**src/rtl/conv_pkg.sv**
```systemverilog
// rtl/conv_pkg.sv - shared types and constants for the 3x3 convolution stream controller
// Contents:
//   KERNEL_DIM         window edge length; a window is interior once row/col reach KERNEL_DIM-1
//   DEFAULT_WORD_SIZE  default pixel width
//   ctrl_state_t       controller FSM states {IDLE, RUN, FLUSH}
//   tag_t              per-advance tag {valid, last} carried alongside the datapath
package conv_pkg;

    localparam int KERNEL_DIM        = 3;
    localparam int DEFAULT_WORD_SIZE = 8;

    typedef enum logic [1:0] {
        IDLE  = 2'd0,
        RUN   = 2'd1,
        FLUSH = 2'd2
    } ctrl_state_t;

    typedef struct packed {
        logic valid;
        logic last;
    } tag_t;

endpackage

```
**src/rtl/conv_tag_pipe.sv**
```systemverilog
// rtl/conv_tag_pipe.sv - tag shift register tracking the convolution datapath latency
// Ports:
//   clk   in   clock
//   rst   in   synchronous, active-high reset
//   en    in   shift one stage (datapath advance)
//   clr   in   drop all tags in flight (wins over en)
//   din   in   tag of the pixel being shifted into the datapath
//   dout  out  tag aligned with the datapath result of the current advance
module conv_tag_pipe
    import conv_pkg::*;
#(
    parameter int DEPTH = 4
) (
    input  logic clk,
    input  logic rst,
    input  logic en,
    input  logic clr,
    input  tag_t din,
    output tag_t dout
);

    tag_t stage [DEPTH];

    always_ff @(posedge clk) begin
        if (rst || clr) begin
            for (int i = 0; i < DEPTH; i++) begin
                stage[i] <= '0;
            end
        end else if (en) begin
            stage[0] <= din;
            for (int i = 1; i < DEPTH; i++) begin
                stage[i] <= stage[i-1];
            end
        end
    end

    assign dout = stage[DEPTH-1];

endmodule

```
**src/rtl/conv_stream_ctrl.sv**
```systemverilog
// rtl/conv_stream_ctrl.sv - frame sequencer for the 3x3 convolution datapath
// Optional feature macro: CONV_STREAM_CTRL_PERF_EN (adds the stall_cnt port and counter).
// Ports:
//   clk, rst                  clock, synchronous active-high reset
//   in_valid/in_ready         raster pixel stream handshake, in_sof marks pixel (0,0)
//   in_pixel                  raster-order pixel
//   conv_en, conv_pix         datapath advance strobe and the pixel shifted in (0 while flushing)
//   conv_result               datapath output, CONV_LAT advances behind conv_pix
//   out_valid/out_ready       interior-window result handshake, out_pixel data, out_eof last of frame
//   frame_done                pulse the cycle after the EOF result handshakes
//   frame_err                 pulse after a SOF arrived mid-frame
//   stall_cnt (macro only)    saturating count of stalled RUN/FLUSH cycles
module conv_stream_ctrl
    import conv_pkg::*;
#(
    parameter int WORD_SIZE = DEFAULT_WORD_SIZE,
    parameter int IMG_W     = 540,
    parameter int IMG_H     = 540,
    parameter int CONV_LAT  = 4
) (
    input  logic                 clk,
    input  logic                 rst,
    input  logic                 in_valid,
    output logic                 in_ready,
    input  logic                 in_sof,
    input  logic [WORD_SIZE-1:0] in_pixel,
    output logic                 conv_en,
    output logic [WORD_SIZE-1:0] conv_pix,
    input  logic [WORD_SIZE-1:0] conv_result,
    output logic                 out_valid,
    input  logic                 out_ready,
    output logic [WORD_SIZE-1:0] out_pixel,
    output logic                 out_eof,
    output logic                 frame_done,
    output logic                 frame_err
`ifdef CONV_STREAM_CTRL_PERF_EN
    ,
    output logic [31:0]          stall_cnt
`endif
);

    localparam int CW = $clog2(IMG_W);
    localparam int RW = $clog2(IMG_H);
    localparam int FW = $clog2(CONV_LAT + 1);
    localparam logic [CW-1:0] COL_LAST   = CW'(IMG_W - 1);
    localparam logic [RW-1:0] ROW_LAST   = RW'(IMG_H - 1);
    localparam logic [CW-1:0] COL_MIN    = CW'(KERNEL_DIM - 1);
    localparam logic [RW-1:0] ROW_MIN    = RW'(KERNEL_DIM - 1);
    localparam logic [FW-1:0] FLUSH_LAST = FW'(CONV_LAT - 1);

    ctrl_state_t   state, state_nxt;
    logic [RW-1:0] row, eff_row;
    logic [CW-1:0] col, eff_col;
    logic [FW-1:0] flush_cnt;
    logic          stall, accept, sof_acc, restart, pix_adv, last_pix;
    tag_t          tag_in, tag_out;

    assign stall   = out_valid & ~out_ready;
    assign accept  = in_valid & in_ready;
    assign sof_acc = accept & in_sof;
    assign restart = sof_acc & (state == RUN);
    assign pix_adv = conv_en & (state != FLUSH);

    // A SOF pixel is always position (0,0), whatever the counters held.
    assign eff_row  = sof_acc ? '0 : row;
    assign eff_col  = sof_acc ? '0 : col;
    assign last_pix = (eff_row == ROW_LAST) && (eff_col == COL_LAST);

    assign tag_in.valid = pix_adv && (eff_row >= ROW_MIN) && (eff_col >= COL_MIN);
    assign tag_in.last  = pix_adv && last_pix;

    always_ff @(posedge clk) begin
        if (rst) begin
            state <= IDLE;
        end else begin
            state <= state_nxt;
        end
    end

    always_comb begin
        state_nxt = state;
        case (state)
            IDLE:    if (sof_acc) state_nxt = RUN;
            RUN:     if (pix_adv && last_pix) state_nxt = FLUSH;
            FLUSH:   if (conv_en && flush_cnt == FLUSH_LAST) state_nxt = IDLE;
            default: state_nxt = IDLE;
        endcase
    end

    always_comb begin
        in_ready = 1'b0;
        conv_en  = 1'b0;
        conv_pix = '0;
        if (!rst) begin
            case (state)
                IDLE: begin
                    // Pixels before a SOF are consumed but never reach the datapath.
                    in_ready = ~stall;
                    conv_en  = in_valid & ~stall & in_sof;
                    conv_pix = conv_en ? in_pixel : '0;
                end
                RUN: begin
                    in_ready = ~stall;
                    conv_en  = in_valid & ~stall;
                    conv_pix = conv_en ? in_pixel : '0;
                end
                FLUSH: begin
                    conv_en = ~stall;
                end
                default: ;
            endcase
        end
    end

    always_ff @(posedge clk) begin
        if (rst) begin
            row       <= '0;
            col       <= '0;
            flush_cnt <= '0;
        end else begin
            if (pix_adv) begin
                if (last_pix) begin
                    row <= '0;
                    col <= '0;
                end else if (eff_col == COL_LAST) begin
                    row <= eff_row + 1'b1;
                    col <= '0;
                end else begin
                    row <= eff_row;
                    col <= eff_col + 1'b1;
                end
            end
            if (conv_en && state == FLUSH) begin
                flush_cnt <= (flush_cnt == FLUSH_LAST) ? '0 : flush_cnt + 1'b1;
            end
        end
    end

    conv_tag_pipe #(
        .DEPTH (CONV_LAT)
    ) u_tag_pipe (
        .clk  (clk),
        .rst  (rst),
        .en   (conv_en),
        .clr  (restart),
        .din  (tag_in),
        .dout (tag_out)
    );

    // The last tag stage lines up with conv_result during an advance, so the
    // result is captured only on advances; stalls block advances entirely.
    always_ff @(posedge clk) begin
        if (rst) begin
            out_valid  <= 1'b0;
            out_pixel  <= '0;
            out_eof    <= 1'b0;
            frame_done <= 1'b0;
            frame_err  <= 1'b0;
        end else begin
            frame_done <= out_valid & out_ready & out_eof;
            frame_err  <= restart;
            if (restart) begin
                out_valid <= 1'b0;
                out_eof   <= 1'b0;
            end else if (conv_en && tag_out.valid) begin
                out_valid <= 1'b1;
                out_pixel <= conv_result;
                out_eof   <= tag_out.last;
            end else if (out_ready) begin
                out_valid <= 1'b0;
                out_eof   <= 1'b0;
            end
        end
    end

`ifdef CONV_STREAM_CTRL_PERF_EN
    always_ff @(posedge clk) begin
        if (rst || sof_acc) begin
            stall_cnt <= '0;
        end else if (stall && state != IDLE && stall_cnt != 32'hFFFF_FFFF) begin
            stall_cnt <= stall_cnt + 32'd1;
        end
    end
`else
    // No stall instrumentation in this build.
`endif

endmodule

```
**config.mk**
```make
export PLATFORM = sky130hd
export DESIGN_NAME = conv_stream_ctrl
export DESIGN_NICKNAME = d
export VERILOG_FILES = /design/src/rtl/conv_pkg.sv /design/src/rtl/conv_tag_pipe.sv /design/src/rtl/conv_stream_ctrl.sv
export SDC_FILE = /design/constraint.sdc
export NUM_CORES = 1
export LEC_CHECK = 0
export ABC_AREA = 1
export CORE_MARGIN = 10
export CORE_UTILIZATION = 48
export DETAILED_ROUTE_END_ITERATION = 12
export PLACE_DENSITY_LB_ADDON = 0.05
export RECOVER_POWER = 50
export SLEW_MARGIN = 20
export SYNTH_ARGS = -nofsm -noshare
export SYNTH_HDL_FRONTEND = slang
export SYNTH_SLANG_ARGS = --single-unit
```
**constraint.sdc**
```tcl
create_clock -name clk -period 2.7 [get_ports clk]
set_input_delay 0.27 -clock clk [delete_from_list [all_inputs] [get_ports clk]]
set_output_delay 0.27 -clock clk [all_outputs]
set_load 0.02 [all_outputs]
```
# After elaboration in Yosys (flattened, before gate mapping)
# Memories as Yosys holds them, arrays and structs flattened.
# Cells that the tools add are included.
# word_totals
input_bits	21
latch_bits	0
output_inout_bits	22
mem_bits_ro	0
memories	1
register_bits	37
mem_bits_rw	8
# op_classes
shift	0
addsub	3
muxes	31
div	0
bitwise	16
eq_ne	9
multipliers	0
reduce_logical	14
n_lt_le_gt_ge	2
# mem_list
name	depth	width	rd	rd_clocked_by_memory_dff	write_ports	line_no	text
u_tag_pipe.stage	4	2	4	0	4	conv_tag_pipe.sv:22	tag_t stage [DEPTH];
# ops
cell	count
10-bit two-way mux	6
8-bit two-way mux	3
10-bit by 1-bit adder with 10-bit output (second input constant)	2
10-bit equality test (second input constant)	2
10-bit by 2-bit >= comparator with 1-bit output (second input constant)	2
8-bit one-hot mux with 2 select lines	1
2-bit two-way mux	7
1-bit two-way mux	11
1-bit AND	9
1-bit logical AND	7
2-bit != test (second input constant)	3
2-bit one-hot mux with 3 select lines	1
1-bit bitwise OR	4
2-bit OR reduction	2
3-bit by 1-bit adder with 3-bit output (second input constant)	1
3-bit by 2-bit equality test with 1-bit output (second input constant)	1
3-bit two-way mux	1
1-bit inverter	3
1-bit one-hot mux with 3 select lines	1
3-bit AND reduction	1
2-bit by 1-bit equality test with 1-bit output (second input constant)	1
2-bit equality test (second input constant)	1
2-bit logical NOT	1
2-bit by 1-bit != test with 1-bit output (second input constant)	1
other kinds (3)	3

# Longest topological paths before layout
# Gate-level depths: netlist of run 1.
# logic_depth
depth_word	13
mapped_depth	19

# By module
# From an unflattened synthesis of run 1, not the netlist that was laid out.
# unflattened
cells_unflattened	365
hier_area_um2	2572.5
# modules_own_cells
mod	area_per_inst_um2	instances	cells_each
conv_stream_ctrl	2252.2	1	337
conv_tag_pipe	320.3	1	28

# Worst setup path before layout of run 1
# No wires, ideal clock.
# synth_timing
path_type	register to register
startpoint	reg out_valid
endpoint	reg row[2]
setup_ps	128
stages_incl_launch_ff	19
arrival_time_ps	2112
period_less_slack_ps	2240
setup_slack_ps	460
n_path_buf	2
cell_sequence	dfxtp_1 -> nand2_2 -> nand3_4 -> buf_6 -> buf_4 -> nand2_1 -> inv_1 -> ha_1 -> nand2_1 -> inv_1 -> nand2_1 -> nor2_1 -> nand3_1 -> nor2_4 -> nand2_2 -> xnor2_1 -> nor2_1 -> nor2_1 -> nor2_1
# synth_between
elab_chain_cells	10
elab_cells_between_ends	19
cone_classes	add/sub (1); eq/ne (2); mux (8); bitwise (7); reduce/logical (1)
# synth_lines
item	line_no	text
start: declaration	conv_stream_ctrl.sv:30	output logic out_valid,
start signal: assignment	conv_stream_ctrl.sv:154	out_valid <= 1'b0;
start signal: assignment	conv_stream_ctrl.sv:163	out_valid <= 1'b0;
start signal: assignment	conv_stream_ctrl.sv:166	out_valid <= 1'b1;
1-bit AND (*)	conv_stream_ctrl.sv:58	assign stall = out_valid & ~out_ready;
1-bit inverter (*)	-	
1-bit two-way mux	-	
1-bit two-way mux	conv_stream_ctrl.sv:94	if (!rst) begin
1-bit AND	conv_stream_ctrl.sv:59	assign accept = in_valid & in_ready;
1-bit AND	conv_stream_ctrl.sv:60	assign sof_acc = accept & in_sof;
10-bit two-way mux, on equally long branches	conv_stream_ctrl.sv:65, conv_stream_ctrl.sv:66	
10-bit by 1-bit adder with 10-bit output, or another cell as far along	conv_stream_ctrl.sv:126	row <= eff_row + 1'b1;
10-bit two-way mux / 1-bit logical AND (equally long branches)	conv_stream_ctrl.sv:125, conv_stream_ctrl.sv:67	
10-bit two-way mux	conv_stream_ctrl.sv:122	if (last_pix) begin
end signal: assignment	conv_stream_ctrl.sv:126	
end signal: assignment	conv_stream_ctrl.sv:129	row <= eff_row;
end: declaration	conv_stream_ctrl.sv:52	logic [RW-1:0] row, eff_row;
# Mark *: on every way between the ends. The rest lies on a longest branch, timed or not.
# A chain may end at the register's enable or synchronous reset.

# Final worst setup path of run 1
# layout_timing
startpoint	in in_sof
endpoint	out conv_en
# layout_between
elab_chain_cells	3
# layout_lines
item	line_no	text
start: declaration	conv_stream_ctrl.sv:25	input logic in_sof,
1-bit AND	conv_stream_ctrl.sv:99	conv_en = in_valid & ~stall & in_sof;
1-bit one-hot mux with 3 select lines	conv_stream_ctrl.sv:95	case (state)
1-bit two-way mux	conv_stream_ctrl.sv:94	
end: declaration	conv_stream_ctrl.sv:27	output logic conv_en,
# No other way between the ends.

==> results of run 1 <==
layout by cell type (no fill, tap or decap), types with 2 or more instances in the layout:
cell             synthesis  routed
nand2_1                 90      92
nor2_1                  63      65
inv_1                   42      42
dfxtp_1                 37      37
clkdlybuf4s50_1          0      29
nand3_1                 23      23
a21oi_1                 22      22
nand4_1                 13      13
o21ai_0                 13      13
dlygate4sd3_1            0      13
edfxtp_1                 8       8
nand2_2                  8       7
nor2_4                   9       7
ha_1                     5       5
clkbuf_8                 0       5
buf_4                    3       5
xnor2_1                  3       3
nor2_2                   2       2
nor3_2                   2       2
o21ai_2                  2       2
o21a_1                   2       2
clkinv_4                 0       2
final cells by class:
class                   count  share of cell area [%]
clock buffers               5                    2.18
clock inverters             3                   0.712
inverters                  44                    5.22
multi-input cells         272                    43.5
flip-flops and latches     45                    31.0
well taps                  70                    2.77
repair buffers             48                    14.6
per-stage QoR:
step                util [%]  hold WS (ps)  total power [W]  cell area [um^2]
finish                  60.8           451          0.00128              3160
global route            60.8           485          0.00133              3160
CTS                     61.3           454          0.00130              3190
detailed placement      59.5           439         0.000862              3100
global placement        59.5           432         0.000861              3100
floorplan                  -           405         0.000795              2620
metal layers:
metal / wire, um / vias up
met5: 0 / -
met4: 86 / 0
li1: - / 1272
met1: 2870 / 1135
met3: 242 / 11
met2: 2960 / 43
sequential cells by signal (all words and copies together), names as in the netlist:
name	count
frame_err	1
col	10
out_eof	1
row	10
state	2
flush_cnt	3
u_tag_pipe.stage	8
frame_done	1
out_valid	1
out_pixel	8
worst max-delay path: cells and delay by family:
kind | cells | cell delay [ps]
AND/OR/NAND/NOR | 3 | 410
buffers and inverters | 2 | 1120
AO/OA/AOI/OAI | 1 | 370
worst max path at each step:
stage	from	to
global placement	out_ready	row[2]
CTS	out_ready	conv_en
floorplan	out_valid	row[2]
finish	in_sof	conv_en
detailed placement	out_ready	row[3]
global route	out_ready	conv_en
power by group through the flow:
stage / Clock (W) / Sequential [W] / Combinational [W]
after CTS: 0.000450 / 0.000702 / 0.000145
after global routing: 0.000473 / 0.000703 / 0.000154
after floorplan: 0 / 0.000721 / 0.0000740
after detailed placement: 0 / 0.000718 / 0.000144
after global placement: 0 / 0.000717 / 0.000143
final: 0.000435 / 0.000702 / 0.000140
cell families after synthesis:
family                     count (synthesis)
and+or+nand+nor                          219
buffers and inverters                     53
DFF                                       45
AOI/OAI and AO/OA                         44
adders and majority gates                  5
xor gates and xnor gates                   4
==> run summary, run 1 <==
run status -> complete, no violations
Slew HR -> 71.7%
vias in the first global route -> 2400
DR iter-0 viols -> 120
diode count -> 0
reg2reg path depth -> 14
mux cell area share after synthesis -> 0%
remaining global-route overflow -> 0
Avg Vias per Cell -> 5.05
layout cell share with drive strength beyond 1 -> 9.83%
most frequent cell after synthesis -> nand2_1
register area -> 981 um^2
Worst VDD drop -> 0.289 mV
post-route minimum period -> 2450 ps
router iterations before antenna repair -> 4
I/O Pins -> 43
initial antenna violation count -> 0
CP Cell Sequence -> dlygate4sd3_1 -> o211ai_2 -> nor2_1 -> nor2_2 -> nor2_4 -> clkdlybuf4s50_1
Clock power frac -> 34.0%
filler instances -> 513
FF-to-FF setup slack -> 490 ps
Sequential Power Share -> 55.0%
Post-Syn Area -> 2620 um^2
Core ar. -> 5200 um^2
Place WS -> 187 ps
RSZ-0062 raised after global routing -> no
Synth Area in Compound Gates -> 9.42%
Final Setup Violations -> 0
final hold violation count -> 0
Hold WC Path Type -> reg2reg
Power per Cell Area -> 404 nW/um^2
synthesis-stage register bit count -> 45
met2 global-route usage -> 25.1%
Main synth FF type -> dfxtp_1
FFs w/ async S/R, synth -> 0%
cell taking the most area after synthesis -> dfxtp_1
Hold-fix buffers, CTS -> 0
maximum clock path buffer count -> 2
setup ws final -> 253 ps
RD Place Congestion -> 0.883
Via Count -> 2461
Initial Utilization -> 50.3%
largest net degree at the start of global routing -> 29
fin nets -> 442
Layout area overhead -> 20.9%
Synth Instances -> 370
CP arrival -> 2180 ps
GRT Total Usage -> 14.8%
LEAKAGE -> 1.40 nW
post-synth cell types -> 39
Worst Setup Start Kind -> input port
Cell Int Power -> 0.000940 W
min-delay src -> flush_cnt[2]
CTS Buf Count -> 5
Die Area -> 8800 um^2
global-route wire length before repair -> 10800 um
synthesized area per cell -> 7.07 um^2
GR peak layer -> met2
count of input and output buffers -> 42
DPL Wire Length -> 4640 um
worst skew pair latency -> 310 ps
total wire length -> 6150 um
residual DRC count -> 0
Critical Path Fanout Max -> 9
area share of fa/ha/maj cells after synthesis -> 2.39%
period utilization -> 90.6%
Critical Path RT -> 2430 ps
EDFF count, synth -> 8
f_max -> 409 MHz
Slowest cell on crit path -> dlygate4sd3_1
Final Instance Count excl. Fillers -> 487
post-cts repair resize count -> 0
setup TNS -> 0 ps
sequential area share after synthesis -> 37.5%
Worst Setup End Kind -> primary output
Comb power frac -> 11.0%
NetSw -> 0.000337 W
Slew @ Worst Pin -> 423 ps
largest family of logic cells by synthesized area -> simple AND/OR/NAND/NOR gates
top cells by count, synth -> 90 x nand2_1, 63 x nor2_1, 42 x inv_1
Cell Rows -> 26
hold path cells -> 2
postcts setup bufs -> 0
Worst Skew -> 6.71 ps
Hold EP -> flush_cnt[2]
CTS tree -> built
Post-Synth XOR/XNOR Area -> 1.34%
H-Tree Depth -> 2
met3 Use GR -> 3.92%
area of the multi-input gates -> 1380 um^2
Net Count, Synth -> 396
Pins Over Slew Limit -> 0
DIE WIDTH -> 93.8 um
Synth Area in Simple Gates -> 40.4%
DR WL/cell -> 12.6 um
R2R Path Start -> state[1]
Critical Path Max Stage Delay -> 570 ps
synth top area cells -> dfxtp_1 28%, nand2_1 13%, edfxtp_1 9.2%
Die Height -> 93.8 um
post-route antenna net violation count -> 0
Max Cap Violations -> 0
met1 Use GR -> 17.6%
sw frac -> 26.4%
clock sinks -> 45
clk slew on worst S/H paths -> 90 ps
Critical R2R Capture -> row[9]
root buf cell -> clkbuf_8
WS Path Type -> in2out
top cell type's share of synthesized area -> 28.3%
Cells after DPL -> 479
YS warnings -> 0
Note: power is estimated with default switching activity, not from simulation.
==> inputs of run 2 (changes only) <==
Settings changed: GPL_TIMING_DRIVEN set to 1.
==> results of run 2 <==
Final layout, timing and power as in run 1 (identical DEF).
==> inputs of run 3 (changes only) <==
Settings changed: CORE_ASPECT_RATIO set to 0.5.
==> run summary, run 3 (synthesized netlist as in run 1, its figures left out) <==
run status -> complete, no violations
H-Tree Depth -> 2 (unchanged)
final hold violation count -> 0 (unchanged)
DR WL/cell -> 12.7 um (+0.50%)
count of input and output buffers -> 42 (unchanged)
Comb power frac -> 9.8% (-1.2 points)
worst path bufs/invs -> 3 (+1)
Worst Skew -> 6.50 ps (-0.208 ps)
Die Height -> 72.2 um (-23%)
Clock power frac -> 41.2% (+7.2 points)
WS Path Type -> in2out
Hold-fix buffers, CTS -> 0 (unchanged)
maximum clock path buffer count -> 2 (unchanged)
Sequential Power Share -> 49.0% (-6.0 points)
Slew @ Worst Pin -> 420 ps (-2.65 ps)
router iterations before antenna repair -> 4 (unchanged)
total wire length -> 6190 um (+0.50%)
Via Count -> 2472 (+0.45%)
CTS tree -> built
initial antenna violation count -> 0 (unchanged)
vias in the first global route -> 2347 (-2.2%)
Final Setup Violations -> 0 (unchanged)
post-cts repair resize count -> 0 (unchanged)
Slowest cell on crit path -> clkdlybuf4s50_1
LEAKAGE -> 1.42 nW (+1.8%)
Worst Setup End Kind -> primary output
remaining global-route overflow -> 0 (unchanged)
postcts setup bufs -> 0 (unchanged)
layout cell share with drive strength beyond 1 -> 10.6% (+0.72 points)
I/O Pins -> 43 (unchanged)
RSZ-0062 raised after global routing -> no
CP Cell Sequence -> clkdlybuf4s50_1 -> inv_1 -> nand2_2 -> o211ai_2 -> nor2_1 -> nor2_1 -> nor2_4 -> clkdlybuf4s50_1
most common cell after layout, fill and taps aside -> nand2_1
post-route antenna net violation count -> 0 (unchanged)
Worst Setup Start Kind -> input port
Power per Cell Area -> 443 nW/um^2 (+9.8%)
Critical Path Fanout Max -> 9 (unchanged)
CP arrival -> 2160 ps (-20 ps)
Cell Int Power -> 0.00112 W (+20%)
sw frac -> 21.5% (-4.9 points)
Final Instance Count excl. Fillers -> 487 (unchanged)
DIE WIDTH -> 124 um (+33%)
period utilization -> 90.1% (-0.54 points)
f_max -> 411 MHz (+0.60%)
Avg Vias per Cell -> 5.08 (+0.45%)
Die Area -> 8980 um^2 (+2.0%)
DR iter-0 viols -> 184 (+53%)
area of the multi-input gates -> 1400 um^2 (+1.6%)
RD Place Congestion -> 0.913 (+3.4%)
Pins Over Slew Limit -> 0 (unchanged)
filler instances -> 471 (-8.2%)
worst skew pair latency -> 300 ps (about the same)
Max Cap Violations -> 0 (unchanged)
CP delay by family, top -> buffers and inverters
GRT Total Usage -> 14.0% (-0.77 points)
NetSw -> 0.000307 W (-8.9%)
setup TNS -> 0 ps (unchanged)
root buf cell -> clkbuf_8
Initial Utilization -> 51.4% (+1.1 points)
Cells after DPL -> 479 (unchanged)
Layout Utilization -> 63.4% (+2.7 points)
fin nets -> 442 (unchanged)
largest net degree at the start of global routing -> 29 (unchanged)
clk slew on worst S/H paths -> 80 ps (about the same)
clock sinks -> 45 (unchanged)
Cell Rows -> 18 (-31%)
DPL Wire Length -> 4760 um (+2.6%)
Slew HR -> 71.9% (+0.16 points)
post-route minimum period -> 2430 ps (-14.6 ps)
Largest regs -> col (10), row (10)
Layout area overhead -> 23.4%
Hold WC Path Type -> reg2reg
residual DRC count -> 0 (unchanged)
Worst VDD drop -> 0.475 mV (+65%)
Core ar. -> 5090 um^2 (-2.2%)
register area -> 981 um^2 (unchanged)
diode count -> 0 (unchanged)
most frequent cells in the layout -> 90 x nand2_1, 64 x nor2_1, 42 x inv_1, 37 x dfxtp_1, 29 x clkdlybuf4s50_1
Critical Path Max Stage Delay -> 640 ps (+70 ps)
global-route wire length before repair -> 10700 um (-0.26%)
Critical Path RT -> 2430 ps (about the same)
CTS Buf Count -> 5 (unchanged)
[run 3: cell count changes in the layout (fill, tap and decap cells not counted), sizes merged]
cell,delta
bufinv,+2
clkinv,-2
[run 3: layer usage]
layer | global-route usage [%] | wire length [um] | vias to the layer above
met4 | 2.44 | 30 | 0
li1 | - | - | 1280
met1 | 18.3 | 3090 | 1097
met3 | 6.09 | 591 | 5
met5 | 0 | 0 | -
met2 | 21.2 | 2480 | 90
[run 3: worst register-to-register path: stages, from the launching register on]
cell	delay [ps]
dfxtp_1	460
nor2_4	80
nand3_4	170
nand2_2	120
inv_1	80
ha_1	180
nand2_1	60
inv_1	60
nand2_1	50
nor2_1	100
nand3_1	120
nor2_4	220
nand2_1	110
o21ai_1	130
nand2_1	60
nand2_1	50
a21oi_1	50
[run 3: stage by stage]
stage / area [um^2] / setup slack, ps / total power [W] / hold slack [ps]
6_report: 3230 / 268 / 0.00143 / 453
2_1_floorplan: 2620 / 460 / 0.000795 / 405
3_3_place_gp: 3100 / 236 / 0.000859 / 434
5_1_grt: 3230 / 116 / 0.00150 / 469
4_1_cts: 3230 / 252 / 0.00146 / 460
3_5_place_dp: 3100 / 118 / 0.000860 / 446
[run 3: final cells by class]
type	instances	share of cell area [%]
well taps	70	2.71
multi-input cells	272	43.3
repair buffers	48	14.3
clock buffers	5	2.13
flip-flops and latches	45	30.4
inverters	44	5.12
clock inverters	3	2.02
[run 3: power by group through the flow]
stage | Clock (W) | Combinational, W | Sequential [W]
2_1_floorplan | 0 | 0.0000740 | 0.000721
3_3_place_gp | 0 | 0.000142 | 0.000717
3_5_place_dp | 0 | 0.000144 | 0.000717
4_1_cts | 0.000612 | 0.000144 | 0.000701
5_1_grt | 0.000641 | 0.000155 | 0.000703
6_report | 0.000589 | 0.000140 | 0.000701
[run 3: path summary, 6_finish.rpt]
kind | startpoint | endpoint | slack (ps) | depth (start not counted)
setup / recovery | out_ready | conv_en | 270 | 8
hold / removal | flush_cnt[2] | flush_cnt[2] | 450 | 2
setup reg to reg | state[1] | row[3] | 470 | 16
hold reg to reg | flush_cnt[2] | flush_cnt[2] | 450 | 2
